`src/rtl/hex_keypad_entry.sv`:
```
// 4x4 hex keypad scanner with frame-level debounce; accepted digits shift into
// a 32-bit display value, newest digit in the low nibble.
module hex_keypad_entry #(
    parameter int SCAN_LIMIT     = 100000,
    parameter int DEBOUNCE_SCANS = 4
) (
    input  logic        clk,
    input  logic        reset,
    input  logic [3:0]  cols,
    input  logic        clear,
    output logic [3:0]  rows,
    output logic [31:0] number,
    output logic [3:0]  key_code,
    output logic        key_valid,
    output logic [3:0]  digit_count
);

    localparam int                 DWELL_W    = (SCAN_LIMIT > 1) ? $clog2(SCAN_LIMIT) : 1;
    localparam logic [DWELL_W-1:0] DWELL_LAST = DWELL_W'(SCAN_LIMIT - 1);
    localparam logic [3:0]         STABLE_MAX = 4'(DEBOUNCE_SCANS);
    localparam logic [3:0]         DIGITS_MAX = 4'd8;

    logic [3:0]         cols_meta_q, cols_meta_d;
    logic [3:0]         cols_sync_q, cols_sync_d;
    logic [DWELL_W-1:0] dwell_q, dwell_d;
    logic [1:0]         row_idx_q, row_idx_d;
    logic               scan_hit_q, scan_hit_d;
    logic [3:0]         scan_pos_q, scan_pos_d;
    logic               prev_hit_q, prev_hit_d;
    logic [3:0]         prev_pos_q, prev_pos_d;
    logic [3:0]         stable_q, stable_d;
    logic               armed_q, armed_d;
    logic [31:0]        number_q, number_d;
    logic [3:0]         key_code_q, key_code_d;
    logic               key_valid_q, key_valid_d;
    logic [3:0]         digit_count_q, digit_count_d;

    logic       sample;
    logic       frame_end;
    logic       row_hit;
    logic [3:0] row_pos;
    logic       same_result;
    logic       accept;
    logic [3:0] key_value;

    function automatic logic [3:0] sat_inc(input logic [3:0] v, input logic [3:0] max);
        return (v >= max) ? max : v + 4'd1;
    endfunction

    // Lowest closed column wins within a row.
    function automatic logic [1:0] first_low(input logic [3:0] c);
        if (!c[0])      return 2'd0;
        else if (!c[1]) return 2'd1;
        else if (!c[2]) return 2'd2;
        else            return 2'd3;
    endfunction

    function automatic logic [3:0] key_of(input logic [3:0] pos);
        case (pos)
            4'd0:    return 4'h1;
            4'd1:    return 4'h2;
            4'd2:    return 4'h3;
            4'd3:    return 4'hA;
            4'd4:    return 4'h4;
            4'd5:    return 4'h5;
            4'd6:    return 4'h6;
            4'd7:    return 4'hB;
            4'd8:    return 4'h7;
            4'd9:    return 4'h8;
            4'd10:   return 4'h9;
            4'd11:   return 4'hC;
            4'd12:   return 4'hE;
            4'd13:   return 4'h0;
            4'd14:   return 4'hF;
            default: return 4'hD;
        endcase
    endfunction

    always_comb begin
        sample    = (dwell_q == DWELL_LAST);
        frame_end = sample && (row_idx_q == 2'd3);
        row_hit   = (cols_sync_q != 4'hF);
        row_pos   = {row_idx_q, first_low(cols_sync_q)};

        cols_meta_d = cols;
        cols_sync_d = cols_meta_q;
        dwell_d     = sample ? '0 : dwell_q + DWELL_W'(1);
        row_idx_d   = row_idx_q;
        if (sample) begin
            row_idx_d = (row_idx_q == 2'd3) ? 2'd0 : row_idx_q + 2'd1;
        end

        // Row 0 starts a new frame; later rows only fill in if nothing was found yet.
        scan_hit_d = scan_hit_q;
        scan_pos_d = scan_pos_q;
        if (sample) begin
            if (row_idx_q == 2'd0) begin
                scan_hit_d = row_hit;
                scan_pos_d = row_hit ? row_pos : 4'd0;
            end else if (!scan_hit_q && row_hit) begin
                scan_hit_d = 1'b1;
                scan_pos_d = row_pos;
            end
        end

        same_result = (scan_hit_d == prev_hit_q) && (scan_pos_d == prev_pos_q);
        key_value   = key_of(scan_pos_d);
        prev_hit_d  = prev_hit_q;
        prev_pos_d  = prev_pos_q;
        stable_d    = stable_q;
        armed_d     = armed_q;
        accept      = 1'b0;
        if (frame_end) begin
            stable_d   = same_result ? sat_inc(stable_q, STABLE_MAX) : 4'd1;
            prev_hit_d = scan_hit_d;
            prev_pos_d = scan_pos_d;
            if (stable_d == STABLE_MAX) begin
                if (scan_hit_d && armed_q) begin
                    accept  = 1'b1;
                    armed_d = 1'b0;
                end else if (!scan_hit_d) begin
                    armed_d = 1'b1;
                end
            end
        end

        // clear overrides a coincident accept; the key is dropped but stays disarmed.
        key_valid_d   = accept && !clear;
        number_d      = number_q;
        key_code_d    = key_code_q;
        digit_count_d = digit_count_q;
        if (clear) begin
            number_d      = 32'd0;
            digit_count_d = 4'd0;
        end else if (accept) begin
            number_d      = {number_q[27:0], key_value};
            key_code_d    = key_value;
            digit_count_d = sat_inc(digit_count_q, DIGITS_MAX);
        end
    end

    always_ff @(posedge clk or negedge reset) begin
        if (!reset) begin
            cols_meta_q   <= 4'hF;
            cols_sync_q   <= 4'hF;
            dwell_q       <= '0;
            row_idx_q     <= 2'd0;
            scan_hit_q    <= 1'b0;
            scan_pos_q    <= 4'd0;
            prev_hit_q    <= 1'b0;
            prev_pos_q    <= 4'd0;
            stable_q      <= 4'd0;
            armed_q       <= 1'b1;
            number_q      <= 32'd0;
            key_code_q    <= 4'd0;
            key_valid_q   <= 1'b0;
            digit_count_q <= 4'd0;
        end else begin
            cols_meta_q   <= cols_meta_d;
            cols_sync_q   <= cols_sync_d;
            dwell_q       <= dwell_d;
            row_idx_q     <= row_idx_d;
            scan_hit_q    <= scan_hit_d;
            scan_pos_q    <= scan_pos_d;
            prev_hit_q    <= prev_hit_d;
            prev_pos_q    <= prev_pos_d;
            stable_q      <= stable_d;
            armed_q       <= armed_d;
            number_q      <= number_d;
            key_code_q    <= key_code_d;
            key_valid_q   <= key_valid_d;
            digit_count_q <= digit_count_d;
        end
    end

    assign rows        = ~(4'b0001 << row_idx_q);
    assign number      = number_q;
    assign key_code    = key_code_q;
    assign key_valid   = key_valid_q;
    assign digit_count = digit_count_q;

endmodule

```
`config.mk`:
```
export PLATFORM = sky130hd
export DESIGN_NAME = hex_keypad_entry
export DESIGN_NICKNAME = d
export VERILOG_FILES = /design/src/rtl/hex_keypad_entry.sv
export SDC_FILE = /design/constraint.sdc
export NUM_CORES = 1
export LEC_CHECK = 0
export ABC_CLOCK_PERIOD_IN_PS = 2750
export CAP_MARGIN = 15
export CORE_MARGIN = 2
export CORE_UTILIZATION = 55
export CTS_CLUSTER_DIAMETER = 100
export DETAILED_ROUTE_END_ITERATION = 8
export DONT_BUFFER_PORTS = 1
export PLACE_DENSITY = 0.73
export SLEW_MARGIN = 5
export SYNTH_ARGS = -nofsm -noshare
export SYNTH_HDL_FRONTEND = slang
export SYNTH_SLANG_ARGS = --single-unit
```
`constraint.sdc`:
```
create_clock -name clk -period 2.75 [get_ports clk]
set_clock_uncertainty 0.05 [all_clocks]
set_input_delay 0.1375 -clock clk [delete_from_list [all_inputs] [get_ports clk]]
set_output_delay 0.1375 -clock clk [all_outputs]
set_load 0.005 [all_outputs]
```
==> results.py, run 1 <==
metrics = {
    "outcome": {
        "status": "completed",
    },
    "cells_and_area": {
        "antenna_cells": 0,
        "drive_above_1_share_pct": 27.6,
        "fin_nets": 412,
        "syn2layout_area_growth_pct": 23.6,
        "ff_latch_area_mm2": 0.00209,
        "nFillCells": 501,
        "post-route-util_pct": 70.4,
        "multi_input_area_mm2": 0.00178,
    },
    "synth": {
        "netlist.area_leader.share_pct": 47.9,
        "synthesis.nets": 355,
        "synth.most_common_cell": "dfrtp_1",
        "syn_avg_cell_area_um2": 11.5,
        "ys_seq_elements": 83,
        "synth_edf_count": 0,
        "synth_cell_type_count": 51,
        "synth_common_cells": "74 x dfrtp_1, 33 x a22o_1, 21 x nand2_1",
        "synthFlopType": "dfrtp_1",
        "syn_area_mm2": 0.00387,
        "syn_inst": 336,
        "yosys_warnings": 0,
        "synth.area.top_cells": "dfrtp_1 48%, a22o_1 7.5%, dfstp_2 6.1%, ha_1 3.9%, o21ai_0 2.2%",
        "async_flop_share_pct": 100,
        "yosysTopAreaCell": "dfrtp_1",
        "yosysSeqAreaShare_pct": 54.0,
    },
    "setup_path": {
        "crit_type": "reg -> reg",
        "slowest_delay_ns": 0.54,
        "crit_buf_inv": 1,
        "cp_max_fo": 9,
        "cp_common_cell": "a21oi_4",
        "crit_required_ns": 2.95,
        "cp-start-kind": "flop",
        "critPathTopFamily": "simple AND/OR/NAND/NOR gates",
        "cp-end-kind": "flop",
        "crit_chain": "or4b_4 > or4_4 > o21ai_4 > a21oi_4 > nor4_4 > a21oi_4 > clkbuf_16 > a22o_1",
        "slowest_stage": "or4b_4",
        "arrival_ns": 2.93,
    },
    "floorplan": {
        "die_width_um": 87.9,
        "io_pins": 52,
        "start_util_pct": 56.9,
        "row_count": 30,
        "dieArea_mm2": 0.00772,
        "die_y_um": 87.9,
        "core_mm2": 0.00679,
    },
    "sta": {
        "slew_headroom_pct": 52.8,
        "setup_viol": 0,
        "finalCriticalPeriod_ns": 2.74,
        "rsz0062_at_grt": "true",
        "clock.fmax_ghz": 0.365,
        "holdWs_ns": 0.0571,
        "final_max_slew_viol_count": 0,
        "tightest_slew_ns": 0.701,
        "finalHoldViolations": 0,
        "fin_crit_sh_pct": 99.5,
        "worst_slack_ns": 0.0139,
    },
    "place": {
        "dp_hpwl_um": 5430,
        "globalplace.congestion": 0.824,
        "pre_cts_slack_ns": -0.248,
        "io_buffers": 0,
    },
    "power": {
        "cellPowerDensity_mw_per_mm2": 461,
        "p_leak_uw": 0.00222,
        "vdd_drop_max_mv": 0.368,
    },
    "cts": {
        "clkTransAtPathRegs_ns": 0.09,
        "cts_max_level": 3,
        "cts_buffer_depth": 2,
        "clock-root-buffer": "clkbuf_8",
        "clk_latency_ns": 0.35,
        "cts_sinks": 83,
        "cts_made_buffers": 9,
        "cts_tree": "built",
    },
    "detailed_routing": {
        "drc_errors": 0,
        "viasPerCell": 5.69,
        "drtAntennaViolNets": 0,
        "first_pass_iters": 4,
        "wl_per_cell_um": 16.9,
        "dr.first_iter.drc_count": 165,
        "routed_wl_um": 8320,
        "vias": 2810,
    },
    "flow_run": {
        "drv_cap": 0,
    },
    "grt": {
        "antenna_found_initial": 0,
        "grt_pass1_wl_um": 13100,
        "grt_usage_pct": 21.9,
        "grt-ovfl-total": 0,
        "grt_max_degree": 84,
        "grt_pass1_vias": 2757,
    },
    "min_path": {
        "min_path_type": "in -> reg",
    },
}
repair_timing:
action / CTS / global route
endpoints found under the hold margin: 91 / 0
buffers inserted: 0 / 0
pin swaps: 0 / 10
gates cloned: 0 / 3
hold buffers: 7 / 0
endpoints found under the setup margin: 39 / 39
resized for setup: 9 / 21
final timing paths:
| check | from | end | slack, ns | depth (start not counted) |
|---|---|---|---|---|
| max reg2reg | dwell_q[8]$_DFF_PN0_ | number[7]$_DFFE_PN0P_ | 0.01 | 8 |
| min in group asynchronous | reset | dwell_q[10]$_DFF_PN0_ | 0.28 | 2 |
| max in group asynchronous | reset | cols_sync_q[0]$_DFF_PN1_ | 1.98 | 2 |
| max | dwell_q[8]$_DFF_PN0_ | number[7]$_DFFE_PN0P_ | 0.01 | 8 |
| min | clear | digit_count[1]$_DFFE_PN0P_ | 0.06 | 3 |
| min reg2reg | cols_meta_q[3]$_DFF_PN1_ | cols_sync_q[3]$_DFF_PN1_ | 0.31 | 0 |
sequential cells by signal, summed over array words and instances (netlist names):
register     count
prev_hit_q       1
key_code         4
cols_sync_q      4
scan_pos_q       4
dwell_q         17
armed_q          1
digit_count      4
cols_meta_q      4
row_idx_q        2
number          32
scan_hit_q       1
stable_q         4
prev_pos_q       4
key_valid        1
tightest hold or removal path, delay by kind of cell:
kind,cells,cell delay (ns)
buffers and inverters,1,0.14
AOI/OAI and AO/OA,2,0.14
cells by family (layout without fill, tap and decap cells):
group	after synthesis	in the layout	share of synthesized area, %
AOI/OAI and AO/OA	78	78	15.0
DFF	83	83	54.0
and+or+nand+nor	107	108	16.5
adders and majority gates	12	12	3.88
buffers and inverters	32	93	4.56
xor gates and xnor gates	13	13	2.94
muxes	11	11	3.14
stage by stage:
stage / instance area (um2) / std cells / power, uW / TNS (ns)
after floorplan: 3890 / 336 / 1270 / -0.0115
after global placement: 4290 / 468 / 1270 / -4.30
after detailed placement: 4290 / 468 / 1270 / -6.23
after CTS: 4620 / 491 / 2220 / 0
after global routing: 4780 / 494 / 2280 / -2.45
final: 4780 / 494 / 2200 / 0
report_power, final:
part / internal (uW) / switching, uW / leakage (uW)
sequential: 1230 / 3.40 / 0.00111
combinational: 20.3 / 39.0 / 0.00100
clock: 453 / 458 / 0.000104
total: 1700 / 500 / 0.00222
cells in the final DEF, fill, tap and decap left out, drive strengths merged, types with 4 or more instances in the layout:
| cell type | instances |
|---|---|
| and3 | 4 |
| nand4 | 9 |
| nor2b | 10 |
| nor4 | 4 |
| a21oi | 11 |
| and4 | 7 |
| dlygate4sd3 | 6 |
| dfstp | 9 |
| dfrtp | 74 |
| inv | 22 |
| o22ai | 4 |
| nand2 | 21 |
| nand3 | 11 |
| nor3 | 5 |
| o21ai | 19 |
| xnor2 | 6 |
| mux2 | 9 |
| xor2 | 7 |
| a22o | 33 |
| buf | 51 |
| ha | 12 |
| nor2 | 15 |
| clkbuf | 11 |
layer usage:
metal  up-vias  GRT usage (%)  share of wire (%)
met4         0           6.99                1.5
met2        55           34.6                 50
met3        10           5.75                4.2
met5         -              0                  0
met1      1398           29.8                 45
li1       1347              -                  -
area by class of cell:
class                   count  area share, %
flip-flops and latches     83           43.7
inverters                  19           1.49
well taps                  96           2.51
multi-input cells         222           37.2
clock inverters             6           1.44
clock buffers              10           2.88
repair buffers             58           10.8
Power figures use the tool's default switching activity.
==> inputs of run 2 (changes only) <==
--- a/config.mk
+++ b/config.mk
@@ -6,13 +6,13 @@
 export NUM_CORES = 1
 export LEC_CHECK = 0
 export ABC_CLOCK_PERIOD_IN_PS = 2750
+export BUFFER_PORTS_ARGS = -buffer_cell sky130_fd_sc_hd__clkbuf_2
 export CAP_MARGIN = 15
 export CORE_MARGIN = 2
-export CORE_UTILIZATION = 55
+export CORE_UTILIZATION = 52
 export CTS_CLUSTER_DIAMETER = 100
 export DETAILED_ROUTE_END_ITERATION = 8
-export DONT_BUFFER_PORTS = 1
-export PLACE_DENSITY = 0.73
+export PLACE_DENSITY = 0.76
 export SLEW_MARGIN = 5
 export SYNTH_ARGS = -nofsm -noshare
 export SYNTH_HDL_FRONTEND = slang
==> results.py, run 2 (synthesis results as in run 1) <==
metrics = {
    "floorplan": {
        "die_width_um": 90.3,
        "dieArea_mm2": 0.00815,
        "start_util_pct": 53.6,
        "die_y_um": 90.3,
        "core_mm2": 0.00721,
        "io_pins": 52,
        "row_count": 31,
    },
    "setup_path": {
        "reg2reg_slack_ns": 0.02,
        "cp_common_cell": "a21oi_4",
        "critPathTopFamily": "simple AND/OR/NAND/NOR gates",
        "arrival_ns": 2.92,
        "slowest_stage": "or4b_4",
        "cp-end-kind": "flop",
        "cp_max_fo": 17,
        "crit_chain": "or4b_4 > or4_4 > o21ai_4 > a21oi_4 > nor4_4 > a21oi_4 > buf_12 > a22o_1",
        "crit_buf_inv": 1,
        "slowest_delay_ns": 0.54,
        "cp-start-kind": "flop",
        "crit_type": "reg -> reg",
        "crit_required_ns": 2.95,
    },
    "detailed_routing": {
        "wl_met3_um": 322,
        "dr.first_iter.drc_count": 129,
        "vias": 3015,
        "wl_met1_um": 4020,
        "viasPerCell": 5.60,
        "drc_errors": 0,
        "drtAntennaViolNets": 0,
        "wl_met2_um": 4190,
        "routed_wl_um": 8650,
        "dr.max_layer_used": "met4",
        "first_pass_iters": 4,
        "wl_per_cell_um": 16.1,
    },
    "cells_and_area": {
        "mostFrequentLayoutCells": "74 x dfrtp_1, 50 x clkbuf_2, 39 x buf_4",
        "ff_latch_area_mm2": 0.00209,
        "antenna_cells": 0,
        "final_common_cell": "dfrtp_1",
        "multi_input_area_mm2": 0.00176,
        "drive_above_1_share_pct": 35.3,
        "largest_reg_flops": 32,
        "fin_area_mm2": 0.00498,
        "stdcell_count": 538,
        "syn2layout_area_growth_pct": 28.8,
        "fin_nets": 453,
        "nFillCells": 536,
    },
    "sta": {
        "slew_headroom_pct": 31.3,
        "holdWs_ns": 0.122,
        "finalCriticalPeriod_ns": 2.73,
        "rsz0062_at_grt": "true",
        "clock.fmax_ghz": 0.367,
        "fin_setup_tns_ns": 0,
        "final_max_slew_viol_count": 0,
        "fin_crit_sh_pct": 99.1,
        "tightest_slew_ns": 1.03,
        "setup_viol": 0,
        "finalHoldViolations": 0,
    },
    "power": {
        "seqPwrFrac_pct": 54.0,
        "vdd_drop_max_mv": 0.400,
        "p_sw_uw": 495,
        "clkPwrFrac_pct": 43.5,
        "total_power_uw": 2280,
        "swShare_pct": 21.7,
        "power_frac_comb_pct": 2.5,
        "cellPowerDensity_mw_per_mm2": 458,
        "p_leak_uw": 0.00241,
        "p_int_uw": 1790,
    },
    "flow_run": {
        "drv_cap": 0,
    },
    "cts": {
        "cts_tree": "built",
        "clkTransAtPathRegs_ns": 0.08,
        "cts_made_buffers": 9,
        "clock-root-buffer": "clkbuf_8",
        "cts_buffer_depth": 2,
        "cts_sinks": 83,
        "cts_max_level": 3,
        "clk_latency_ns": 0.36,
    },
    "grt": {
        "grt_usage_pct": 20.9,
        "antenna_found_initial": 0,
        "grt_pass1_vias": 2931,
        "grt_pass1_wl_um": 13800,
        "grt-ovfl-total": 0,
        "grt_max_degree": 84,
    },
    "outcome": {
        "status": "completed",
    },
    "place": {
        "globalplace.congestion": 0.880,
        "dp_hpwl_um": 5670,
        "io_buffers": 51,
        "place_area_mm2": 0.00450,
        "dp.cells": 512,
    },
    "min_path": {
        "min_path_type": "in -> reg",
    },
}
[run 2: changes by cell type in the layout (fill, tap and decap cells not counted), moves of 2 or more]
cell	previous run	this run
mux2_1	5	1
buf_12	2	4
clkbuf_2	0	50
o22ai_2	2	0
buf_4	47	39
inv_6	3	1
o22ai_1	2	4
mux2_4	0	4
[run 2: cell type report]
type | instances | share of cell area, %
Clock buffer | 11 | 2.84
Inverter | 19 | 1.43
Sequential cell | 83 | 41.9
Tap cell | 99 | 2.49
Multi-Input combinational cell | 221 | 35.4
Clock inverter | 5 | 1.71
Timing Repair Buffer | 100 | 14.2
[run 2: metal layers]
metal,up-vias,global-route usage [%]
met5,-,0
met4,0,6.92
met3,10,4.67
met2,67,33.6
met1,1515,28.4
li1,1423,-
[run 2: through the flow]
step                utilization (%)  setup slack (ns)
global placement               62.4           -0.0647
detailed placement             62.4           -0.0865
CTS                            66.5            0.0127
floorplan                         -          -0.00294
finish                         69.1            0.0236
global route                   69.1           -0.0885
[run 2: timing repair]
action,4_1_cts,5_1_grt
buffers inserted,0,3
pin swaps,0,2
gates cloned,0,2
endpoints found under the hold margin,78,0
hold buffers,5,0
setup endpoints to repair,37,41
resized for setup,4,26
[run 2: final timing paths]
| check | from | endpoint | cells after the start |
|---|---|---|---|
| max reg2reg | dwell_q[8]$_DFF_PN0_ | number[28]$_DFFE_PN0P_ | 8 |
| min in group asynchronous | reset | dwell_q[5]$_DFF_PN0_ | 2 |
| min reg2reg | cols_meta_q[0]$_DFF_PN1_ | cols_sync_q[0]$_DFF_PN1_ | 0 |
| max in group asynchronous | reset | row_idx_q[1]$_DFFE_PN0N_ | 2 |
| min | clear | digit_count[0]$_DFFE_PN0P_ | 3 |
| max | dwell_q[8]$_DFF_PN0_ | number[28]$_DFFE_PN0P_ | 8 |
[run 2: power groups by stage]
stage / Clock, uW / Sequential [uW] / Combinational, uW
finish: 993 / 1230 / 57.2
global route: 1060 / 1230 / 65.4
CTS: 1010 / 1230 / 51.5
detailed placement: 0 / 1260 / 45.8
global placement: 0 / 1260 / 44.5
floorplan: 0 / 1260 / 14.3
[run 2: worst min-delay path, cell delays in order]
cell and delay [ns]:
clkbuf_2 0.16, a211o_1 0.12, o21ai_0 0.07
==> inputs of run 3 (changes only) <==
--- a/config.mk
+++ b/config.mk
@@ -9,10 +9,9 @@
 export BUFFER_PORTS_ARGS = -buffer_cell sky130_fd_sc_hd__clkbuf_2
 export CAP_MARGIN = 15
 export CORE_MARGIN = 2
-export CORE_UTILIZATION = 52
+export CORE_UTILIZATION = 40
 export CTS_CLUSTER_DIAMETER = 100
 export DETAILED_ROUTE_END_ITERATION = 8
-export PLACE_DENSITY = 0.76
 export SLEW_MARGIN = 5
 export SYNTH_ARGS = -nofsm -noshare
 export SYNTH_HDL_FRONTEND = slang
==> results.py, run 3 (synthesis results as in run 1) <==
metrics = {
    "detailed_routing": {
        "dr.first_iter.drc_count": 107,
        "first_pass_iters": 4,
        "drc_errors": 0,
        "drtAntennaViolNets": 0,
        "routed_wl_um": 8010,
        "viasPerCell": 5.07,
        "wl_per_cell_um": 14.0,
        "vias": 2895,
    },
    "sta": {
        "finalHoldViolations": 0,
        "rsz0062_at_grt": "true",
        "tightest_slew_ns": 0.720,
        "fin_setup_tns_ns": -0.0474,
        "slew_headroom_pct": 51.5,
        "worst_slack_ns": -0.0194,
        "clock.fmax_ghz": 0.361,
        "final_max_slew_viol_count": 0,
        "fin_crit_sh_pct": 101,
        "finalCriticalPeriod_ns": 2.77,
        "setup_viol": 5,
    },
    "floorplan": {
        "io_pins": 52,
        "die_width_um": 102,
        "core_mm2": 0.00933,
        "row_count": 35,
        "start_util_pct": 41.5,
        "die_y_um": 102,
        "dieArea_mm2": 0.0105,
    },
    "cts": {
        "cts_sinks": 83,
        "clkTransAtPathRegs_ns": 0.09,
        "cts_tree": "built",
        "cts_buffer_depth": 2,
        "clk_latency_ns": 0.35,
        "clock-root-buffer": "clkbuf_8",
        "cts_made_buffers": 9,
        "cts_max_level": 3,
    },
    "place": {
        "place_area_mm2": 0.00457,
        "globalplace.congestion": 0.843,
        "dp_hpwl_um": 5460,
        "io_buffers": 51,
        "pre_cts_slack_ns": -0.173,
    },
    "setup_path": {
        "reg2reg_depth": 9,
        "reg2reg_slack_ns": -0.02,
        "crit_type": "reg -> reg",
        "cp_max_fo": 7,
        "slowest_delay_ns": 0.54,
        "reg2reg_from": "dwell_q[8]$_DFF_PN0_",
        "reg2reg_to": "number[11]$_DFFE_PN0P_",
        "slowest_stage": "or4b_4",
        "critPathTopFamily": "simple AND/OR/NAND/NOR gates",
        "crit_chain": "or4b_4 > or4_4 > o21ai_4 > and3_4 > nor3_4 > and4_4 > bufbuf_16 > buf_4 > a22o_1",
        "cp-start-kind": "flop",
        "crit_buf_inv": 2,
        "crit_required_ns": 2.95,
        "arrival_ns": 2.97,
        "cp-end-kind": "flop",
    },
    "cells_and_area": {
        "largest_reg_flops": 32,
        "post-route-util_pct": 53.2,
        "drive_above_1_share_pct": 33.9,
        "fin_nets": 456,
        "mostFrequentLayoutCells": "74 x dfrtp_1, 50 x clkbuf_2, 42 x buf_4",
        "final_common_cell": "dfrtp_1",
        "syn2layout_area_growth_pct": 28.2,
        "fin_area_mm2": 0.00496,
        "antenna_cells": 0,
    },
    "grt": {
        "grt_pass1_wl_um": 13600,
        "grt_pass1_vias": 2779,
        "antenna_found_initial": 0,
        "grt-ovfl-total": 0,
        "grt_max_degree": 84,
        "grt_usage_pct": 16.6,
    },
    "flow_run": {
        "drv_cap": 0,
    },
    "outcome": {
        "status": "complete, but fails checks",
        "violations": "negative setup slack",
    },
    "min_path": {
        "worstHoldPathCells": 3,
        "min_path_type": "in -> reg",
        "min_to": "digit_count[0]$_DFFE_PN0P_",
        "hp-start": "clear",
    },
    "power": {
        "p_leak_uw": 0.00242,
        "vdd_drop_max_mv": 0.303,
        "cellPowerDensity_mw_per_mm2": 429,
    },
}
-- run 3: power by group --
group | internal [uW] | switching [uW]
registers | 1230 | 3.35
logic | 17.2 | 37.7
clock network | 346 | 496
-- run 3: final cells by class --
| cell class | count | area [um2] |
|---|---|---|
| Clock buffer | 9 | 124 |
| Sequential cell | 83 | 2090 |
| Fill cell | 863 | 4370 |
| Tap cell | 129 | 161 |
| Clock inverter | 7 | 61.3 |
| Timing Repair Buffer | 103 | 756 |
| Inverter | 19 | 71.3 |
| Multi-Input combinational cell | 221 | 1700 |
-- run 3: metal layers --
layer / vias to the layer above / GRT usage, % / part of all wire [%] / wire, um
met1: 1416 / 24.0 / 50 / 3970
met3: 7 / 3.97 / 2.7 / 217
met4: 0 / 4.72 / 1.0 / 81
li1: 1421 / - / - / -
met2: 51 / 25.2 / 47 / 3730
met5: - / 0 / 0 / 0
-- run 3: stage by stage --
step | power [uW] | instances | hold slack, ns
2_1_floorplan | 1270 | 336 | -0.208
3_3_place_gp | 1300 | 546 | 0.176
3_5_place_dp | 1300 | 546 | 0.176
4_1_cts | 2160 | 569 | 0.0447
5_1_grt | 2220 | 571 | 0.0943
6_report | 2130 | 571 | 0.0713
-- run 3: worst register-to-register path: cells and delay by family (launching register included) --
| family | cells | cell delay [ns] |
|---|---|---|
| AND/OR/NAND/NOR | 5 | 1.48 |
| flip-flops | 1 | 0.39 |
| AO/OA/AOI/OAI | 2 | 0.37 |
| buffers and inverters | 2 | 0.40 |
-- run 3: what timing repair did --
item                                   in CTS  in global routing
setup endpoints to repair                  38                 39
gates cloned                                1                  0
buffers inserted                            1                  1
hold buffers                                5                  0
endpoints found under the hold margin      78                  0
pin swaps                                   0                  7
resized for setup                          10                  9
-- run 3: worst max path at each step --
stage	start	to	slack, ns	cells after the start
after global placement	dwell_q[8]$_DFF_PN0_	key_code[3]$_DFFE_PN0P_	-0.11	7
after global routing	dwell_q[8]$_DFF_PN0_	number[10]$_DFFE_PN0P_	-0.11	9
after floorplan	dwell_q[11]$_DFF_PN0_	key_code[3]$_DFFE_PN0P_	-0.003	9
after CTS	dwell_q[8]$_DFF_PN0_	number[10]$_DFFE_PN0P_	-0.001	9
after detailed placement	dwell_q[8]$_DFF_PN0_	key_code[3]$_DFFE_PN0P_	-0.17	7
final	dwell_q[8]$_DFF_PN0_	number[11]$_DFFE_PN0P_	-0.02	9
